<file path="src/rtl/axi4lite_pkg.sv">
// Shared types for the AXI4-Lite command sequencer: op encodings, FSM states
// and the default-width command record.
package axi4lite_pkg;

    localparam logic OP_READ  = 1'b0;
    localparam logic OP_WRITE = 1'b1;

    localparam int CMD_ADDR_W = 2;
    localparam int CMD_DATA_W = 8;

    typedef enum logic [1:0] {
        IDLE  = 2'd0,
        ISSUE = 2'd1,
        WAIT  = 2'd2,
        RESP  = 2'd3
    } seq_state_e;

    typedef struct packed {
        logic                  op;
        logic [CMD_ADDR_W-1:0] addr;
        logic [CMD_DATA_W-1:0] wdata;
    } cmd_t;

endpackage

</file>
<file path="src/rtl/axi4lite_cmd_sequencer_if.sv">
// Host-side command/response channel of the sequencer; master = host,
// slave = sequencer.
interface axi4lite_cmd_sequencer_if #(
    parameter int ADDR_WIDTH = 2,
    parameter int DATA_WIDTH = 8
);
    logic                  cmd_valid;
    logic                  cmd_ready;
    logic                  cmd_op;
    logic [ADDR_WIDTH-1:0] cmd_addr;
    logic [DATA_WIDTH-1:0] cmd_wdata;
    logic                  rsp_valid;
    logic                  rsp_ready;
    logic                  rsp_op;
    logic [DATA_WIDTH-1:0] rsp_rdata;
    logic                  rsp_timeout;

    modport master (
        output cmd_valid, cmd_op, cmd_addr, cmd_wdata, rsp_ready,
        input  cmd_ready, rsp_valid, rsp_op, rsp_rdata, rsp_timeout
    );

    modport slave (
        input  cmd_valid, cmd_op, cmd_addr, cmd_wdata, rsp_ready,
        output cmd_ready, rsp_valid, rsp_op, rsp_rdata, rsp_timeout
    );
endinterface

</file>
<file path="src/rtl/axi4lite_cmd_fifo.sv">
// Generic synchronous first-word-fall-through FIFO; the head entry is always
// visible on rdata while not empty.
module axi4lite_cmd_fifo #(
    parameter int WIDTH = 11,
    parameter int DEPTH = 4,
    localparam int PTR_W = $clog2(DEPTH),
    localparam int CNT_W = PTR_W + 1
) (
    input  logic             clk,
    input  logic             rst_n,
    input  logic             push,
    input  logic             pop,
    input  logic [WIDTH-1:0] wdata,
    output logic [WIDTH-1:0] rdata,
    output logic             full,
    output logic             empty,
    output logic [CNT_W-1:0] count
);
    logic [WIDTH-1:0] mem [DEPTH];
    logic [PTR_W-1:0] wr_ptr;
    logic [PTR_W-1:0] rd_ptr;
    logic             do_push;
    logic             do_pop;

    assign do_push = push & ~full;
    assign do_pop  = pop & ~empty;
    assign full    = (count == CNT_W'(DEPTH));
    assign empty   = (count == '0);
    assign rdata   = mem[rd_ptr];

    always_ff @(posedge clk or negedge rst_n) begin
        if (!rst_n) begin
            wr_ptr <= '0;
            rd_ptr <= '0;
            count  <= '0;
            for (int i = 0; i < DEPTH; i++) mem[i] <= '0;
        end else begin
            if (do_push) begin
                mem[wr_ptr] <= wdata;
                wr_ptr      <= wr_ptr + 1'b1;
            end
            if (do_pop) rd_ptr <= rd_ptr + 1'b1;
            case ({do_push, do_pop})
                2'b10:   count <= count + 1'b1;
                2'b01:   count <= count - 1'b1;
                default: count <= count;
            endcase
        end
    end
endmodule

</file>
<file path="src/rtl/axi4lite_cmd_sequencer.sv">
// Queues host commands and issues them one at a time to axi4lite_master,
// returning one response (data or timeout) per command.
//   state | meaning
//   IDLE  | wait for a queued command, pop it into cur_*
//   ISSUE | one-cycle start_write/start_read pulse, clear timeout counter
//   WAIT  | wait for done or timeout, capture response
//   RESP  | present response until rsp_ready
module axi4lite_cmd_sequencer
    import axi4lite_pkg::*;
#(
    parameter int ADDR_WIDTH     = 2,
    parameter int DATA_WIDTH     = 8,
    parameter int FIFO_DEPTH     = 4,
    parameter int TIMEOUT_CYCLES = 64
) (
    input  logic                          clk,
    input  logic                          rst_n,
    axi4lite_cmd_sequencer_if.slave       host,
    output logic                          start_write,
    output logic                          start_read,
    output logic [ADDR_WIDTH-1:0]         write_addr,
    output logic [DATA_WIDTH-1:0]         write_data,
    output logic [ADDR_WIDTH-1:0]         read_addr,
    input  logic                          done,
    input  logic [DATA_WIDTH-1:0]         read_data,
    output logic                          busy,
    output logic [$clog2(FIFO_DEPTH):0]   fifo_count
);
    localparam int ENTRY_W = 1 + ADDR_WIDTH + DATA_WIDTH;
    localparam int TMO_W   = $clog2(TIMEOUT_CYCLES);

    seq_state_e             state;
    seq_state_e             state_nxt;
    logic [ENTRY_W-1:0]     head;
    logic                   fifo_full;
    logic                   fifo_empty;
    logic                   fifo_pop;
    logic                   cur_op;
    logic [ADDR_WIDTH-1:0]  cur_addr;
    logic [DATA_WIDTH-1:0]  cur_wdata;
    logic [TMO_W-1:0]       tmo_cnt;
    logic                   tmo_last;
    logic                   rsp_op_q;
    logic [DATA_WIDTH-1:0]  rsp_rdata_q;
    logic                   rsp_timeout_q;

    axi4lite_cmd_fifo #(
        .WIDTH (ENTRY_W),
        .DEPTH (FIFO_DEPTH)
    ) u_fifo (
        .clk   (clk),
        .rst_n (rst_n),
        .push  (host.cmd_valid & host.cmd_ready),
        .pop   (fifo_pop),
        .wdata ({host.cmd_op, host.cmd_addr, host.cmd_wdata}),
        .rdata (head),
        .full  (fifo_full),
        .empty (fifo_empty),
        .count (fifo_count)
    );

    assign tmo_last = (tmo_cnt == TMO_W'(TIMEOUT_CYCLES - 1));

    always_ff @(posedge clk or negedge rst_n) begin
        if (!rst_n) state <= IDLE;
        else        state <= state_nxt;
    end

    always_comb begin
        state_nxt = state;
        fifo_pop  = 1'b0;
        case (state)
            IDLE: begin
                if (!fifo_empty) begin
                    state_nxt = ISSUE;
                    fifo_pop  = 1'b1;
                end
            end
            ISSUE:   state_nxt = WAIT;
            WAIT:    if (done || tmo_last) state_nxt = RESP;
            RESP:    if (host.rsp_ready) state_nxt = IDLE;
            default: state_nxt = IDLE;
        endcase
    end

    // done has priority over the final timeout count
    always_ff @(posedge clk or negedge rst_n) begin
        if (!rst_n) begin
            cur_op        <= OP_READ;
            cur_addr      <= '0;
            cur_wdata     <= '0;
            tmo_cnt       <= '0;
            rsp_op_q      <= OP_READ;
            rsp_rdata_q   <= '0;
            rsp_timeout_q <= 1'b0;
        end else begin
            if (fifo_pop) {cur_op, cur_addr, cur_wdata} <= head;
            if (state == ISSUE)     tmo_cnt <= '0;
            else if (state == WAIT) tmo_cnt <= tmo_cnt + 1'b1;
            if (state == WAIT && (done || tmo_last)) begin
                rsp_op_q      <= cur_op;
                rsp_timeout_q <= ~done;
                rsp_rdata_q   <= (done && cur_op == OP_READ) ? read_data : '0;
            end
        end
    end

    assign host.cmd_ready   = ~fifo_full;
    assign host.rsp_valid   = (state == RESP);
    assign host.rsp_op      = rsp_op_q;
    assign host.rsp_rdata   = rsp_rdata_q;
    assign host.rsp_timeout = rsp_timeout_q;

    assign start_write = (state == ISSUE) && (cur_op == OP_WRITE);
    assign start_read  = (state == ISSUE) && (cur_op == OP_READ);
    assign write_addr  = cur_addr;
    assign write_data  = cur_wdata;
    assign read_addr   = cur_addr;
    assign busy        = (state != IDLE) || !fifo_empty;
endmodule
</file>
<file path="src/flat_wrapper.sv">
// flat-port wrapper written by rule: the top's interface ports become plain ports
module axi4lite_cmd_sequencer_flat import axi4lite_pkg::*;
#(
    parameter int ADDR_WIDTH     = 2,
    parameter int DATA_WIDTH     = 8,
    parameter int FIFO_DEPTH     = 4,
    parameter int TIMEOUT_CYCLES = 64
)
  (clk, rst_n, start_write, start_read, write_addr, write_data, read_addr, done, read_data, busy, fifo_count, host_cmd_valid, host_cmd_op, host_cmd_addr, host_cmd_wdata, host_rsp_ready, host_cmd_ready, host_rsp_valid, host_rsp_op, host_rsp_rdata, host_rsp_timeout);
  axi4lite_cmd_sequencer_if #(.ADDR_WIDTH(ADDR_WIDTH), .DATA_WIDTH(DATA_WIDTH)) host_i ();
  input  logic clk;
  input  logic rst_n;
  output logic start_write;
  output logic start_read;
  output logic [ADDR_WIDTH-1:0] write_addr;
  output logic [DATA_WIDTH-1:0] write_data;
  output logic [ADDR_WIDTH-1:0] read_addr;
  input  logic done;
  input  logic [DATA_WIDTH-1:0] read_data;
  output logic busy;
  output logic [$clog2(FIFO_DEPTH):0] fifo_count;
  input wire logic [$bits(host_i.cmd_valid)-1:0] host_cmd_valid;
  input wire logic [$bits(host_i.cmd_op)-1:0] host_cmd_op;
  input wire logic [$bits(host_i.cmd_addr)-1:0] host_cmd_addr;
  input wire logic [$bits(host_i.cmd_wdata)-1:0] host_cmd_wdata;
  input wire logic [$bits(host_i.rsp_ready)-1:0] host_rsp_ready;
  output wire logic [$bits(host_i.cmd_ready)-1:0] host_cmd_ready;
  output wire logic [$bits(host_i.rsp_valid)-1:0] host_rsp_valid;
  output wire logic [$bits(host_i.rsp_op)-1:0] host_rsp_op;
  output wire logic [$bits(host_i.rsp_rdata)-1:0] host_rsp_rdata;
  output wire logic [$bits(host_i.rsp_timeout)-1:0] host_rsp_timeout;
  assign host_i.cmd_valid = host_cmd_valid;
  assign host_i.cmd_op = host_cmd_op;
  assign host_i.cmd_addr = host_cmd_addr;
  assign host_i.cmd_wdata = host_cmd_wdata;
  assign host_i.rsp_ready = host_rsp_ready;
  assign host_cmd_ready = host_i.cmd_ready;
  assign host_rsp_valid = host_i.rsp_valid;
  assign host_rsp_op = host_i.rsp_op;
  assign host_rsp_rdata = host_i.rsp_rdata;
  assign host_rsp_timeout = host_i.rsp_timeout;
  axi4lite_cmd_sequencer #(.ADDR_WIDTH(ADDR_WIDTH), .DATA_WIDTH(DATA_WIDTH), .FIFO_DEPTH(FIFO_DEPTH), .TIMEOUT_CYCLES(TIMEOUT_CYCLES)) u_core (.clk(clk), .rst_n(rst_n), .host(host_i), .start_write(start_write), .start_read(start_read), .write_addr(write_addr), .write_data(write_data), .read_addr(read_addr), .done(done), .read_data(read_data), .busy(busy), .fifo_count(fifo_count));
endmodule
</file>
<file path="config.mk">
export PLATFORM = sky130hd
export DESIGN_NAME = axi4lite_cmd_sequencer_flat
export DESIGN_NICKNAME = d
export VERILOG_FILES = /design/src/rtl/axi4lite_pkg.sv /design/src/rtl/axi4lite_cmd_sequencer_if.sv /design/src/rtl/axi4lite_cmd_fifo.sv /design/src/rtl/axi4lite_cmd_sequencer.sv /design/src/flat_wrapper.sv
export SDC_FILE = /design/constraint.sdc
export NUM_CORES = 1
export LEC_CHECK = 0
export CAP_MARGIN = 20
export CORE_UTILIZATION = 30
export CTS_CLUSTER_SIZE = 30
export DETAILED_ROUTE_END_ITERATION = 6
export PLACE_DENSITY = 0.56
export REMOVE_ABC_BUFFERS = 1
export SKIP_LAST_GASP = 1
export SLEW_MARGIN = 20
export SYNTH_ARGS = -nofsm -noshare
export SYNTH_HDL_FRONTEND = slang
export SYNTH_HIERARCHICAL = 1
export SYNTH_SLANG_ARGS = --single-unit
</file>
<file path="constraint.sdc">
create_clock -name clk -period 4.9 [get_ports clk]
set_input_delay 0.49 -clock clk [delete_from_list [all_inputs] [get_ports clk]]
set_output_delay 0.49 -clock clk [all_outputs]
set_load 0.02 [all_outputs]
</file>
==> results of run 1 <==
-- cell type report --
cell class              instances  area, um^2  share of cell area (%)
flip-flops and latches         80        2000                    43.9
multi-input cells             143        1490                    32.6
repair buffers                 57         562                    12.3
clock buffers                  12         256                    5.63
well taps                     143         179                    3.93
inverters                      12        45.0                   0.989
clock inverters                 4        26.3                   0.577
-- per-layer routing --
metal  up-vias  track usage, %  share of wire, %
met5         -               0                 0
met2        57            18.6                47
met4         0            4.86               1.2
met1      1091            16.0                47
met3         8            3.65               4.9
li1        989               -                 -
-- cells by family after synthesis --
logic type | count (synthesis)
adder cells (fa/ha/maj) | 12
AND/OR/NAND/NOR | 30
multiplexers | 72
XOR/XNOR | 8
flip-flops | 80
buffers and inverters | 23
AO/OA/AOI/OAI | 21
-- flip-flops by register name, summed over array words and instances (netlist names) --
name	count
u_core/u_fifo/wr_ptr	2
u_core/host.rsp_op	1
u_core/host.rsp_rdata	8
u_core/write_data	8
u_core/read_addr	2
u_core/host.rsp_timeout	1
u_core/tmo_cnt	6
u_core/state	2
u_core/u_fifo/mem	44
u_core/cur_op	1
u_core/u_fifo/count	3
u_core/u_fifo/rd_ptr	2
-- critical path, cell delays in order (launching register included) --
cell,delay [ns]
dfrtp_1,0.41
inv_1,0.11
ha_1,0.34
nor2b_1,0.18
clkdlybuf4s50_1,0.61
-- power groups by stage --
stage               Clock, mW  Sequential, mW  Combinational [mW]
floorplan                   0            1.31               0.861
global placement            0            1.25                1.37
detailed placement          0            1.27                1.40
CTS                     0.649            1.26                1.41
global route            0.675            1.31                1.50
finish                  0.624            1.25                1.39
-- cell usage in the layout, fill, tap and decap left out, types with 2 or more instances in the layout --
cell and n:
dfrtp_1 80, mux2_2 59, clkdlybuf4s50_1 52, inv_1 12
ha_1 11, mux4_2 11, clkbuf_16 9, nand2_1 9
nor2_1 8, a22o_2 8, a21oi_1 5, xnor2_1 4
xor2_1 4, buf_4 4, nor2b_1 3, clkinv_2 2
clkbuf_8 2, and3_2 2, nand2b_1 2, o21ai_0 2
o22ai_1 2
-- synthesized netlist by cell type, types with 2 or more instances --
cell type | instances | area (um^2)
dfrtp_1 | 80 | 2000
mux2_2 | 59 | 664
inv_1 | 12 | 45.0
ha_1 | 11 | 138
mux4_2 | 11 | 248
nand2_1 | 9 | 33.8
a22o_2 | 8 | 80.1
nor2_1 | 8 | 30.0
a21oi_1 | 5 | 25.0
buf_4 | 4 | 30.0
buf_6 | 4 | 45.0
xnor2_1 | 4 | 35.0
xor2_1 | 4 | 35.0
nor2b_1 | 3 | 18.8
and3_2 | 2 | 15.0
nand2b_1 | 2 | 12.5
o21ai_0 | 2 | 10.0
o22ai_1 | 2 | 12.5
-- through the flow --
stage	cells	instance area (um^2)	hold WS (ns)	setup WS (ns)
6_report	451	4560	0.187	2.44
5_1_grt	451	4560	0.247	2.27
4_1_cts	450	4540	0.374	2.39
3_5_place_dp	434	4260	0.483	2.13
3_3_place_gp	434	4260	0.484	2.15
2_1_floorplan	235	3530	0.194	2.31
-- how the worst max path moves through the flow --
stage                        endpoint  cells after the start  slack (ns)                    from
6_report                   start_read                      4        2.44         u_core/state[1]
5_1_grt        u_core/u_fifo/count[2]                     11        2.27         u_core/state[0]
4_1_cts                    start_read                      4        2.39         u_core/state[1]
3_5_place_dp    u_core/u_fifo/mem[16]                      5        2.13          host_cmd_valid
3_3_place_gp    u_core/u_fifo/mem[13]                      5        2.15          host_cmd_valid
2_1_floorplan  u_core/u_fifo/count[2]                      9        2.31  u_core/u_fifo/count[0]
==> impl_metrics.py, run 1 <==
metrics = {
    "hold_path": {
        "hp-class": "input pin to asynchronous set/reset pin",
    },
    "sta": {
        "highest_clock_rate_mhz": 406,
        "rsz0062_at_grt": "no",
        "maxSlewHeadroom_pct": 30.0,
        "setup_violating_endpoint_count_in_the_final_report": 0,
        "number_of_pins_with_negative_max_slew_slack_in_the_final_report": 0,
        "tightestPinTransition_ns": 1.05,
        "timing.clock.skew_ns": 0.00780,
        "finalWorstPathRequiredPeriod_ns": 2.46,
        "share_of_the_cycle_needed_by_the_critical_path_after_routing_pct": 50.3,
        "hold_viol": 0,
        "final.setup.tns_ns": 0,
    },
    "grt": {
        "antenna_found_initial": 0,
        "globalRouteOverflowTotal": 0,
        "grt_start_max_net_pins": 81,
        "vias_in_the_first_global_route": 2217,
        "grt_first_pass_wirelength_mm": 11.7,
        "grtUsageTotal_pct": 12.1,
    },
    "synth": {
        "synth_flop_cell": "dfrtp_1",
        "post_synth_xor_xnor_area_pct": 1.94,
        "flops_latches_synth": 80,
        "synthesis.area_per_instance_um2": 14.7,
        "muxShareOfSynthArea_pct": 25.9,
        "synthArstFlopShare_pct": 100,
        "yosysUniqueCellTypes": 34,
        "synth_seq_area_share_pct": 55.3,
        "post_synth_fa_ha_maj_area_fraction_pct": 4.36,
        "synth_edf_count": 0,
        "synthesized_netlist_cell_count": 246,
        "syn-cell-area_um2": 3620,
        "synth_simple_gate_area_share_pct": 4.39,
        "synth_top_family_by_area": "multiplexers",
        "synth-compound-area-share_pct": 4.46,
        "yosysWarningCount": 6,
    },
    "power_and_ir_drop": {
        "share_comb_of_total_power_pct": 42.7,
        "swShare_pct": 33.0,
        "fin_total_pwr_mw": 3.26,
        "leakage_nw": 1.94,
        "portion_of_total_power_attributed_to_sequential_cells_pct": 38.2,
        "total_power_per_unit_cell_area_nw_per_um2": 715,
        "internal_power_mw": 2.18,
        "power.switching_mw": 1.07,
        "vdd_drop_max_uv": 282,
        "pwr-share-clk_pct": 19.1,
    },
    "setup_path": {
        "timing.rr.end": "u_core/u_fifo/count[2]",
        "r2r_cells": 11,
        "worstSetupStartpointType": "flop",
        "worstPathMaxFanout": 8,
        "critical_path.endpoint_type": "output pin",
        "worst_r2r_startpoint": "u_core/state[0]",
        "critPathKind": "flop to output pin",
        "internal_reg_to_reg_setup_slack_ns": 2.45,
        "worstPathArrival_ns": 1.97,
        "required_ns": 4.41,
    },
    "clock_network": {
        "cts_made_buffers": 9,
        "cts_htree_levels": 3,
        "clock-sinks": 80,
        "clock_path_buffers": 2,
        "post_cts.resized_instances": 0,
        "ctsHoldBuffers": 0,
        "cts.reportedPaths.clkPinSlew_ns": 0.06,
        "tritoncts_clock_tree": "yes",
        "post_cts.repair.setup_buffers": 0,
        "cts-root-buf": "clkbuf_16",
        "clkLatencyLatePin_ns": 0.33,
    },
    "floorplan": {
        "rows": 39,
        "die_width_um": 112,
        "number_of_placed_i_o_pins": 54,
        "floorplan.die.height_um": 112,
        "start_util_pct": 31.3,
        "design.core.area_um2": 11600,
        "die-area_um2": 12500,
    },
    "placement": {
        "place_hpwl_mm": 4.51,
        "portBuffers": 53,
        "final_replace_weighted_congestion": 0.670,
    },
    "drt": {
        "wl_per_cell_um": 15.3,
        "drt_wl_total_mm": 6.88,
        "route.detailed.drc": 7,
        "detailroute.via_count": 2145,
        "dr.pass1.iters": 6,
        "detail_route.vias_per_cell": 4.76,
        "first_drt_iteration_drcs": 94,
        "postRouteAntennaNets": 0,
    },
    "outcome": {
        "status": "finished, violations left",
        "failed_checks": "DRC",
    },
    "finish": {
        "final_layout_size_suffix_gt1_share_pct": 33.1,
        "layout.core_utilization_pct": 39.4,
        "layout.nets": 339,
        "syn2layout_area_growth_pct": 25.9,
        "antenna-diode-count": 0,
        "num-fill-cells": 1116,
    },
    "flow_run": {
        "max-cap-violations": 0,
    },
}
(Power assumes the default switching activity.)
==> run 2: changes to the inputs <==
--- a/config.mk
+++ b/config.mk
@@ -9,7 +9,7 @@
 export CORE_UTILIZATION = 30
 export CTS_CLUSTER_SIZE = 30
 export DETAILED_ROUTE_END_ITERATION = 6
-export PLACE_DENSITY = 0.56
+export PLACE_DENSITY = 0.58
 export REMOVE_ABC_BUFFERS = 1
 export SKIP_LAST_GASP = 1
 export SLEW_MARGIN = 20
==> constraint.sdc (replaced) <==
create_clock -name clk -period 2 [get_ports clk]
set_input_delay 0.2 -clock clk [delete_from_list [all_inputs] [get_ports clk]]
set_output_delay 0.2 -clock clk [all_outputs]
set_load 0.02 [all_outputs]
==> run 2 against run 1 <==
Compared with the run above: die area did not move; via count rose by 3.3%; first-iteration DRC count fell by 35%; sequential power rose by 130%; non-clock buffer count rose by 28; wire length rose by 4.1%; worst hold slack improved by 0.14 ns; core utilization rose by 2.8 points; sequential share of layout area fell by 2.9 points; the flow still finishes with violations (DRC); clock skew fell by 0.00061 ns.
==> impl_metrics.py, run 2 (same netlist as run 1, synthesis figures left out) <==
metrics = {
    "finish": {
        "largest_register_ffs": 44,
        "mostFrequentLayoutCells": "dfrtp_1 (78), mux2_2 (59), clkdlybuf4s50_1 (50)",
        "final_layout_size_suffix_gt1_share_pct": 41.7,
        "syn2layout_area_growth_pct": 34.9,
        "layout.nets": 367,
        "layout.core_utilization_pct": 42.2,
        "post_route_insts_no_fill": 479,
        "num-fill-cells": 1069,
        "mostFrequentLayoutCell": "dfrtp_1",
        "max_flop_register": "u_core/u_fifo/mem",
        "antenna-diode-count": 0,
    },
    "sta": {
        "rsz0062_at_grt": "yes",
        "final_critical_path_setup_slack_ns": 0.0282,
        "setup_violating_endpoint_count_in_the_final_report": 0,
        "number_of_pins_with_negative_max_slew_slack_in_the_final_report": 0,
        "share_of_the_cycle_needed_by_the_critical_path_after_routing_pct": 98.6,
        "final.setup.tns_ns": 0,
        "timing.clock.skew_ns": 0.00719,
        "highest_clock_rate_mhz": 507,
        "hold_viol": 0,
        "maxSlewHeadroom_pct": 69.2,
        "finalWorstPathRequiredPeriod_ns": 1.97,
        "tightestPinTransition_ns": 0.461,
    },
    "grt": {
        "grtUsageTotal_pct": 12.7,
        "vias_in_the_first_global_route": 2358,
        "globalRouteOverflowTotal": 0,
        "antenna_found_initial": 0,
        "grt_start_max_net_pins": 38,
        "grt_first_pass_wirelength_mm": 12.2,
    },
    "setup_path": {
        "crit_end": "u_core/u_fifo/count[2]",
        "worst_path_most_repeated_cell": "xor2_1",
        "worstSetupStartpointType": "flop",
        "critPathKind": "flop to flop",
        "required_ns": 2.25,
        "critical_path.endpoint_type": "flop",
        "worstPathCellList": "inv_2, ha_4, nor2b_4, o31a_1, ha_2, inv_1, fa_2, xor2_1, nor2_1, xor2_1",
        "timing.rr.end": "u_core/u_fifo/count[2]",
        "worstPathArrival_ns": 2.22,
        "worstPathMaxFanout": 2,
        "crit_path_top_delay_cell": "dfrtp_1",
        "worst_r2r_startpoint": "u_core/state[1]",
        "r2r_cells": 10,
        "cp_slowest_stage_delay_ns": 0.38,
        "timing.critical_path.from": "u_core/state[1]",
        "internal_reg_to_reg_setup_slack_ns": 0.03,
    },
    "power_and_ir_drop": {
        "internal_power_mw": 6.06,
        "portion_of_total_power_attributed_to_sequential_cells_pct": 33.1,
        "leakage_nw": 2.12,
        "swShare_pct": 31.1,
        "pwr-share-clk_pct": 21.7,
        "vdd_drop_max_uv": 497,
        "total_power_per_unit_cell_area_nw_per_um2": 1800,
        "power.switching_mw": 2.73,
        "share_comb_of_total_power_pct": 45.2,
    },
    "placement": {
        "place_hpwl_mm": 4.95,
        "final_replace_weighted_congestion": 0.670,
        "detailedPlace.worstSlack_ns": -0.0660,
        "portBuffers": 53,
        "dpl.cell_count": 457,
    },
    "drt": {
        "postRouteAntennaNets": 0,
        "route.detailed.drc": 7,
        "detail_route.vias_per_cell": 4.62,
        "drt_wl_total_mm": 7.16,
        "dr.pass1.iters": 7,
        "detailroute.via_count": 2215,
        "first_drt_iteration_drcs": 61,
        "wl_per_cell_um": 15.0,
    },
    "clock_network": {
        "tritoncts_clock_tree": "yes",
        "clkLatencyLatePin_ns": 0.33,
        "cts.reportedPaths.clkPinSlew_ns": 0.06,
        "clock_path_buffers": 2,
        "cts_htree_levels": 3,
        "cts-root-buf": "clkbuf_16",
        "cts_made_buffers": 9,
        "clock-sinks": 80,
    },
    "floorplan": {
        "die-area_um2": 12500,
        "rows": 39,
        "number_of_placed_i_o_pins": 54,
        "start_util_pct": 31.3,
        "design.core.area_um2": 11600,
        "die_width_um": 112,
        "floorplan.die.height_um": 112,
    },
    "flow_run": {
        "max-cap-violations": 0,
    },
    "hold_path": {
        "hp-class": "input pin to asynchronous set/reset pin",
    },
    "outcome": {
        "status": "finished, violations left",
        "failed_checks": "DRC",
    },
}
-- run 2: changes by cell type in the layout (fill, tap and decap cells not counted), sizes merged --
cell           before  now
clkbuf             12   11
buf                 5   32
bufinv              0    3
clkinv              2    1
clkdlybuf4s50      52   50
inv                13   12
dlygate4sd2         0    2
dlygate4sd3         0    1
-- run 2: power groups by stage --
stage / combinational, mW / clock (mW) / sequential [mW]
finish: 3.97 / 1.90 / 2.91
global route: 4.32 / 2.04 / 3.04
CTS: 3.88 / 1.96 / 2.90
detailed placement: 3.87 / 0 / 2.92
global placement: 3.80 / 0 / 2.90
floorplan: 2.11 / 0 / 3.22
-- run 2: critical path, delay by kind of cell, from the launching register on --
family,cells,cell delay (ns)
compound gates,1,0.16
xor+xnor,2,0.28
fa+ha+maj,3,0.64
buf+inv,2,0.13
flops,1,0.38
simple gates,2,0.27
-- run 2: worst min-delay path by stage --
stage	slack, ns	cells after the start	to
finish	0.32	2	u_core/state[0]
global route	0.34	2	u_core/state[0]
CTS	0.33	2	u_core/u_fifo/mem[43]
detailed placement	0.13	1	u_core/state[0]
global placement	0.13	1	u_core/state[0]
floorplan	-0.1	0	u_core/cur_op
-- run 2: cell type report --
type | instances | area (um^2) | area share [%]
Sequential cell | 80 | 2000 | 41.1
Timing Repair Buffer | 85 | 781 | 16.0
Multi-Input combinational cell | 143 | 1520 | 31.1
Clock buffer | 11 | 253 | 5.18
Clock inverter | 5 | 103 | 2.10
Inverter | 12 | 45.0 | 0.923
Tap cell | 143 | 179 | 3.66
-- run 2: timing repair --
item / in CTS / in global routing
resized for setup: 3 / 11
endpoints found under the setup margin: 3 / 2
hold buffers: 1 / 0
endpoints found under the hold margin: 21 / 0
setup buffers: 0 / 5
pin swaps: 0 / 5
-- run 2: routing by layer --
metal	wire length [um]	vias to the layer above	GRT usage, %
li1	-	1045	-
met1	3300	1120	16.4
met2	3440	44	20.5
met3	341	6	3.92
met4	84	0	3.51
met5	0	-	0
-- run 2: per-stage QoR --
| stage | hold slack [ns] | power (mW) | instance area [um^2] |
|---|---|---|---|
| floorplan | -0.0956 | 5.32 | 3530 |
| global placement | 0.134 | 6.70 | 4450 |
| detailed placement | 0.131 | 6.79 | 4450 |
| CTS | 0.332 | 8.74 | 4810 |
| global route | 0.340 | 9.40 | 4880 |
| finish | 0.323 | 8.79 | 4880 |
